==> src/rtl/vga_timing_pkg.sv <==
// +----------------------------------------------------------------------+
// | vga_timing_pkg                                                       |
// | 640x480 VGA timing constants and the sync-decoder lock states.       |
// | Revision: 1.0                                                        |
// +----------------------------------------------------------------------+
`default_nettype none

package vga_timing_pkg;

   localparam int c_h_total      = 800;
   localparam int c_h_active     = 640;
   localparam int c_h_sync_start = 655;
   localparam int c_h_sync_end   = 750;
   localparam int c_v_total      = 525;
   localparam int c_v_active     = 480;
   localparam int c_v_sync_start = 489;
   localparam int c_v_sync_end   = 490;
   localparam int c_frame_h      = 660;
   localparam int c_frame_v      = 490;
   localparam int c_loss_count   = 3;
   localparam int c_wdog_cycles  = 1600;

   typedef enum logic [1:0] {
      SEARCH = 2'd0,
      H_LOCK = 2'd1,
      LOCKED = 2'd2
   } lock_state_t;

endpackage

`default_nettype wire

==> src/rtl/vga_edge_det.sv <==
// +----------------------------------------------------------------------+
// | vga_edge_det                                                         |
// | One-bit edge detector; the delay register idles high (sync inactive).|
// | Revision: 1.0                                                        |
// +----------------------------------------------------------------------+
`default_nettype none

module vga_edge_det (
   input  logic clk,
   input  logic reset,
   input  logic i_din,
   output logic o_fall,
   output logic o_rise
);

   logic r_d;

   always_ff @(posedge clk) begin
      if (reset) r_d <= 1'b1;
      else       r_d <= i_din;
   end

   assign o_fall = r_d & ~i_din;
   assign o_rise = ~r_d & i_din;

endmodule

`default_nettype wire

==> src/rtl/vga_sync_decoder.sv <==
// +----------------------------------------------------------------------+
// | vga_sync_decoder                                                     |
// | Recovers column/row, active region and frame strobe from VGA syncs.  |
// | Optional macro VGA_SYNC_CDC_EN adds a 2-flop input synchronizer.     |
// | Revision: 1.0                                                        |
// +----------------------------------------------------------------------+
`default_nettype none

module vga_sync_decoder
   import vga_timing_pkg::*;
#(
   parameter int H_TOTAL      = c_h_total,
   parameter int H_ACTIVE     = c_h_active,
   parameter int H_SYNC_START = c_h_sync_start,
   parameter int H_SYNC_END   = c_h_sync_end,
   parameter int V_TOTAL      = c_v_total,
   parameter int V_ACTIVE     = c_v_active,
   parameter int V_SYNC_START = c_v_sync_start,
   parameter int V_SYNC_END   = c_v_sync_end,
   parameter int LOSS_COUNT   = c_loss_count,
   parameter int WDOG_CYCLES  = c_wdog_cycles
) (
   input  logic       clk,
   input  logic       reset,
   input  logic       hsync,
   input  logic       vsync,
   output logic [9:0] hq,
   output logic [9:0] vq,
   output logic       ar,
   output logic       frame,
   output logic       locked,
   output logic       sync_err
);

   localparam int c_wd_w   = $clog2(WDOG_CYCLES + 1);
   localparam int c_miss_w = $clog2(LOSS_COUNT + 1);

   localparam logic [9:0] c_h_last     = 10'(H_TOTAL - 1);
   localparam logic [9:0] c_v_last     = 10'(V_TOTAL - 1);
   localparam logic [9:0] c_h_act      = 10'(H_ACTIVE);
   localparam logic [9:0] c_v_act      = 10'(V_ACTIVE);
   localparam logic [9:0] c_hs_start   = 10'(H_SYNC_START);
   localparam logic [9:0] c_hs_reload  = 10'(H_SYNC_START + 1);
   localparam logic [9:0] c_hs_rise    = 10'(H_SYNC_END + 1);
   localparam logic [9:0] c_vs_start   = 10'(V_SYNC_START);
   localparam logic [9:0] c_fr_h       = 10'(c_frame_h);
   localparam logic [9:0] c_fr_v       = 10'(c_frame_v);
   localparam logic [c_wd_w-1:0]   c_wdog_lim  = c_wd_w'(WDOG_CYCLES);
   localparam logic [c_miss_w-1:0] c_miss_last = c_miss_w'(LOSS_COUNT - 1);

   logic w_hs;
   logic w_vs;

`ifdef VGA_SYNC_CDC_EN
   logic [1:0] r_hs_sync;
   logic [1:0] r_vs_sync;

   always_ff @(posedge clk) begin
      if (reset) begin
         r_hs_sync <= 2'b11;
         r_vs_sync <= 2'b11;
      end else begin
         r_hs_sync <= {r_hs_sync[0], hsync};
         r_vs_sync <= {r_vs_sync[0], vsync};
      end
   end

   assign w_hs = r_hs_sync[1];
   assign w_vs = r_vs_sync[1];
`else
   assign w_hs = hsync;
   assign w_vs = vsync;
`endif

   logic w_hfall;
   logic w_hrise;
   logic w_vfall;
   logic w_vrise_unused;

   vga_edge_det u_hedge (
      .clk    (clk),
      .reset  (reset),
      .i_din  (w_hs),
      .o_fall (w_hfall),
      .o_rise (w_hrise)
   );

   vga_edge_det u_vedge (
      .clk    (clk),
      .reset  (reset),
      .i_din  (w_vs),
      .o_fall (w_vfall),
      .o_rise (w_vrise_unused)
   );

   lock_state_t         r_state;
   logic [9:0]          r_hq;
   logic [9:0]          r_vq;
   logic [c_miss_w-1:0] r_miss;
   logic [c_wd_w-1:0]   r_wdog;
   logic                r_sync_err;

   logic              w_hfall_ok;
   logic              w_mis;
   logic [c_wd_w-1:0] w_wdog_inc;
   logic              w_wdog_hit;

   assign w_hfall_ok = (r_hq == c_hs_start);
   assign w_mis      = (w_hfall && !w_hfall_ok)
                     || (w_hrise && (r_hq != c_hs_rise))
                     || (w_vfall && !((r_hq == 10'd0) && (r_vq == c_vs_start)));
   assign w_wdog_inc = r_wdog + 1'b1;
   assign w_wdog_hit = !w_hfall && (w_wdog_inc == c_wdog_lim);

   always_ff @(posedge clk) begin
      if (reset) begin
         r_state    <= SEARCH;
         r_hq       <= 10'd0;
         r_vq       <= 10'd0;
         r_miss     <= '0;
         r_wdog     <= '0;
         r_sync_err <= 1'b0;
      end else begin
         // An aligned edge while locked is left to the free-running count.
         if (w_hfall && !((r_state == LOCKED) && w_hfall_ok)) r_hq <= c_hs_reload;
         else if (r_hq == c_h_last)                            r_hq <= 10'd0;
         else                                                  r_hq <= r_hq + 10'd1;

         if (w_vfall)              r_vq <= c_vs_start;
         else if (r_hq == c_h_last) r_vq <= (r_vq == c_v_last) ? 10'd0 : r_vq + 10'd1;

         r_sync_err <= w_mis && (r_state != SEARCH);

         if (w_hfall || w_wdog_hit) r_wdog <= '0;
         else                       r_wdog <= w_wdog_inc;

         case (r_state)
            SEARCH: begin
               r_miss <= '0;
               if (w_hfall) r_state <= H_LOCK;
            end
            H_LOCK: begin
               if (w_hfall && !w_hfall_ok)          r_state <= SEARCH;
               else if (w_vfall && (r_hq == 10'd0)) r_state <= LOCKED;
            end
            LOCKED: begin
               if (w_mis) begin
                  if (r_miss == c_miss_last) begin
                     r_state <= SEARCH;
                     r_miss  <= '0;
                  end else begin
                     r_miss <= r_miss + 1'b1;
                  end
               end else if (w_hfall) begin
                  r_miss <= '0;
               end
            end
            default: r_state <= SEARCH;
         endcase

         if (w_wdog_hit && (r_state != SEARCH)) begin
            r_state <= SEARCH;
            r_miss  <= '0;
         end
      end
   end

   assign hq       = r_hq;
   assign vq       = r_vq;
   assign locked   = (r_state == LOCKED);
   assign ar       = locked && (r_hq < c_h_act) && (r_vq < c_v_act);
   assign frame    = locked && (r_hq == c_fr_h) && (r_vq == c_fr_v);
   assign sync_err = r_sync_err;

endmodule

`default_nettype wire

==> config.mk <==
export PLATFORM = sky130hd
export DESIGN_NAME = vga_sync_decoder
export DESIGN_NICKNAME = d
export VERILOG_FILES = /design/src/rtl/vga_timing_pkg.sv /design/src/rtl/vga_edge_det.sv /design/src/rtl/vga_sync_decoder.sv
export SDC_FILE = /design/constraint.sdc
export NUM_CORES = 1
export LEC_CHECK = 0
export CORE_MARGIN = 2
export CORE_UTILIZATION = 30
export DETAILED_ROUTE_END_ITERATION = 8
export GPL_ROUTABILITY_DRIVEN = 0
export PLACE_DENSITY = 0.51
export REMOVE_ABC_BUFFERS = 1
export SETUP_SLACK_MARGIN = 0.3
export SLEW_MARGIN = 20
export SYNTH_ARGS = -nofsm -noshare
export SYNTH_HDL_FRONTEND = slang
export SYNTH_HIERARCHICAL = 1
export SYNTH_SLANG_ARGS = --single-unit
export TNS_END_PERCENT = 5
==> constraint.sdc <==
create_clock -name clk -period 2.3 [get_ports clk]
set_input_delay 0.23 -clock clk [delete_from_list [all_inputs] [get_ports clk]]
set_output_delay 0.23 -clock clk [all_outputs]
set_load 0.03 [all_outputs]
==> metrics <==
Buf/Inv on CP=3; CTS sink count=38; CP Capture Type=output pin; Crit path required time=2.07 ns; DRT iter0 DRCs=78; area added between synthesis and finish=30.2%; die area=around 7700 µm²; CP cell instances=inv_1 -> nand2_1 -> inv_1 -> clkdlybuf4s50_1; crit-path max cell delay=~0.7 ns; fin area=2750 µm²; crit path time final=approximately 2.0 ns; Worst-Margin Slew=between 0.5 and 0.6 ns; CTS clk-pin slew, worst paths=0.08 ns; Routed WL=5570 µm; post-synthesis cell area=2110 µm²; clock root buffer=clkbuf_8; vias in the first global route=1,834; critical path's slowest cell=clkdlybuf4s50_1; Peak VDD IR=0.251 mV; global route overflow=0; H-tree depth=2; status=completed; critical path class=reg -> out; relative slew slack=62.5%; PnR Total Power=1480 µW; first-pass GRT wire length=8950 µm; Fin. Hold Viols=0; Max Clock Skew=~0.0046 ns; # setup viols final=0; Fmax=504 MHz; # diodes=0; PwrDens=roughly 540 nW/µm²; DP HPWL=4080 µm; fillers=between 600 and 700; vias per cell=between 4 and 5; Die W=87.9 µm; Finished Core Util=40.5%; Slew Limit Fails=0; CTS tree=done; Final period util=a little under nine tenths; setup bufs post-CTS=0; initial antenna violation count=0; reg2reg path depth=7; DP Area=2590 µm²; Detail Route Antenna Nets=0; crit start category=register; GRT Total Usage=14.8%; FF+latch area=between 700 and 800 µm²; HP Class=in -> reg; Critical Path Fanout Max=6; DRC=0; CP Depth=4; RSZ-0062 raised after global routing=yes; nets@finish=311; hold-fix buffers at CTS=0; Hold Path Depth=2; drt wl/cell=roughly 14 µm; Largest delay share family, worst path=buffers and inverters; insertion delay of the later-clocked pin in the worst-skew pair=a little under 0.3 ns; count of buffers from port buffering=27; setup TNS=0 ns; Core Rows=30; largest net degree at the start of global routing=15; CP dominant cell by count=inv_1; TritonCTS Buffers=5; average cell area after synthesis=8.28 µm²; layout cell share with drive strength beyond 1=15.0%; detailed-route via count=1,958; drt pass-1 iters=4; leakage=0.000976 µW; I/O pins=28; CTS max path bufs=2; area taken by multi-input logic gates=1320 µm²; die height=87.9 µm; Gate Count Post-Synth=around 260; core area=around 6800 µm²; Worst Path Arrival=1.75 ns; starting density of the core=31.1%; max_cap viols=0; YS warnings=6
-- final cells by class --
| class | instances | share of cell area [%] |
|---|---|---|
| Multi-Input combinational cell | 198 | 48.0 |
| Timing Repair Buffer | 45 | 14.5 |
| Clock buffer | 5 | 2.50 |
| Inverter | 11 | 1.50 |
| Clock inverter | 3 | 1.46 |
| Tap cell | 96 | 4.37 |
| Sequential cell | 38 | 27.7 |
-- registers in the layout, indices dropped and copies added, names as in the netlist --
signal       cells
hq              10
u_vedge/r_d      1
r_state          2
vq              10
r_miss           2
sync_err         1
u_hedge/r_d      1
r_wdog          11
-- timing repair --
| item | CTS | global route |
|---|---|---|
| pin swaps | 0 | 2 |
| gates resized for setup | 2 | 13 |
| endpoints found under the setup margin | 12 | 32 |
| cloned | 0 | 1 |
-- placed cells by master (no fill, tap or decap), types with 8 or more instances in the layout --
cell type and count:
xor2_1 11, buf_4 18, nor3_1 8, a31oi_1 8
xnor2_1 9, o21ai_0 11, nand3_1 14, nand4_1 10
inv_1 11, clkdlybuf4s50_1 25, nand2_1 21, dfxtp_1 38
nor2_1 34
-- layer usage --
metal / GRT usage (%) / wire (µm) / vias to the layer above
li1: - / - / 1004
met5: 0 / 0 / -
met2: 23.6 / 2560 / 36
met3: 3.11 / 272 / 7
met4: 5.59 / 87 / 0
met1: 19.6 / 2640 / 911
-- worst paths after layout --
path | from | end | slack (ns)
worst max-delay path | r_state[0]$_SDFFE_PP0P_ | locked | 0.32
worst min-delay path | vsync | u_vedge/r_d$_SDFF_PP1_ | 0.52
worst max register to register | hq[0]$_SDFF_PP0_ | r_state[1]$_SDFFE_PP0P_ | 0.35
worst min register to register | r_miss[1]$_SDFFE_PP0P_ | r_miss[1]$_SDFFE_PP0P_ | 0.53
-- metrics by stage --
stage,hold slack [ns],instances,setup slack [ns]
4_1_cts,0.510,395,0.191
3_3_place_gp,0.497,387,0.235
3_5_place_dp,0.513,387,0.183
5_1_grt,0.514,396,0.227
6_report,0.518,396,0.316
2_1_floorplan,0.299,246,0.0716
-- report_power, final --
group	switching, µW	internal [µW]	total [µW]	leakage (µW)
Clock	257	320	577	0.0000579
Combinational	116	86.0	202	0.000608
Sequential	25.1	679	704	0.000310
Power figures use the tool's default switching activity.
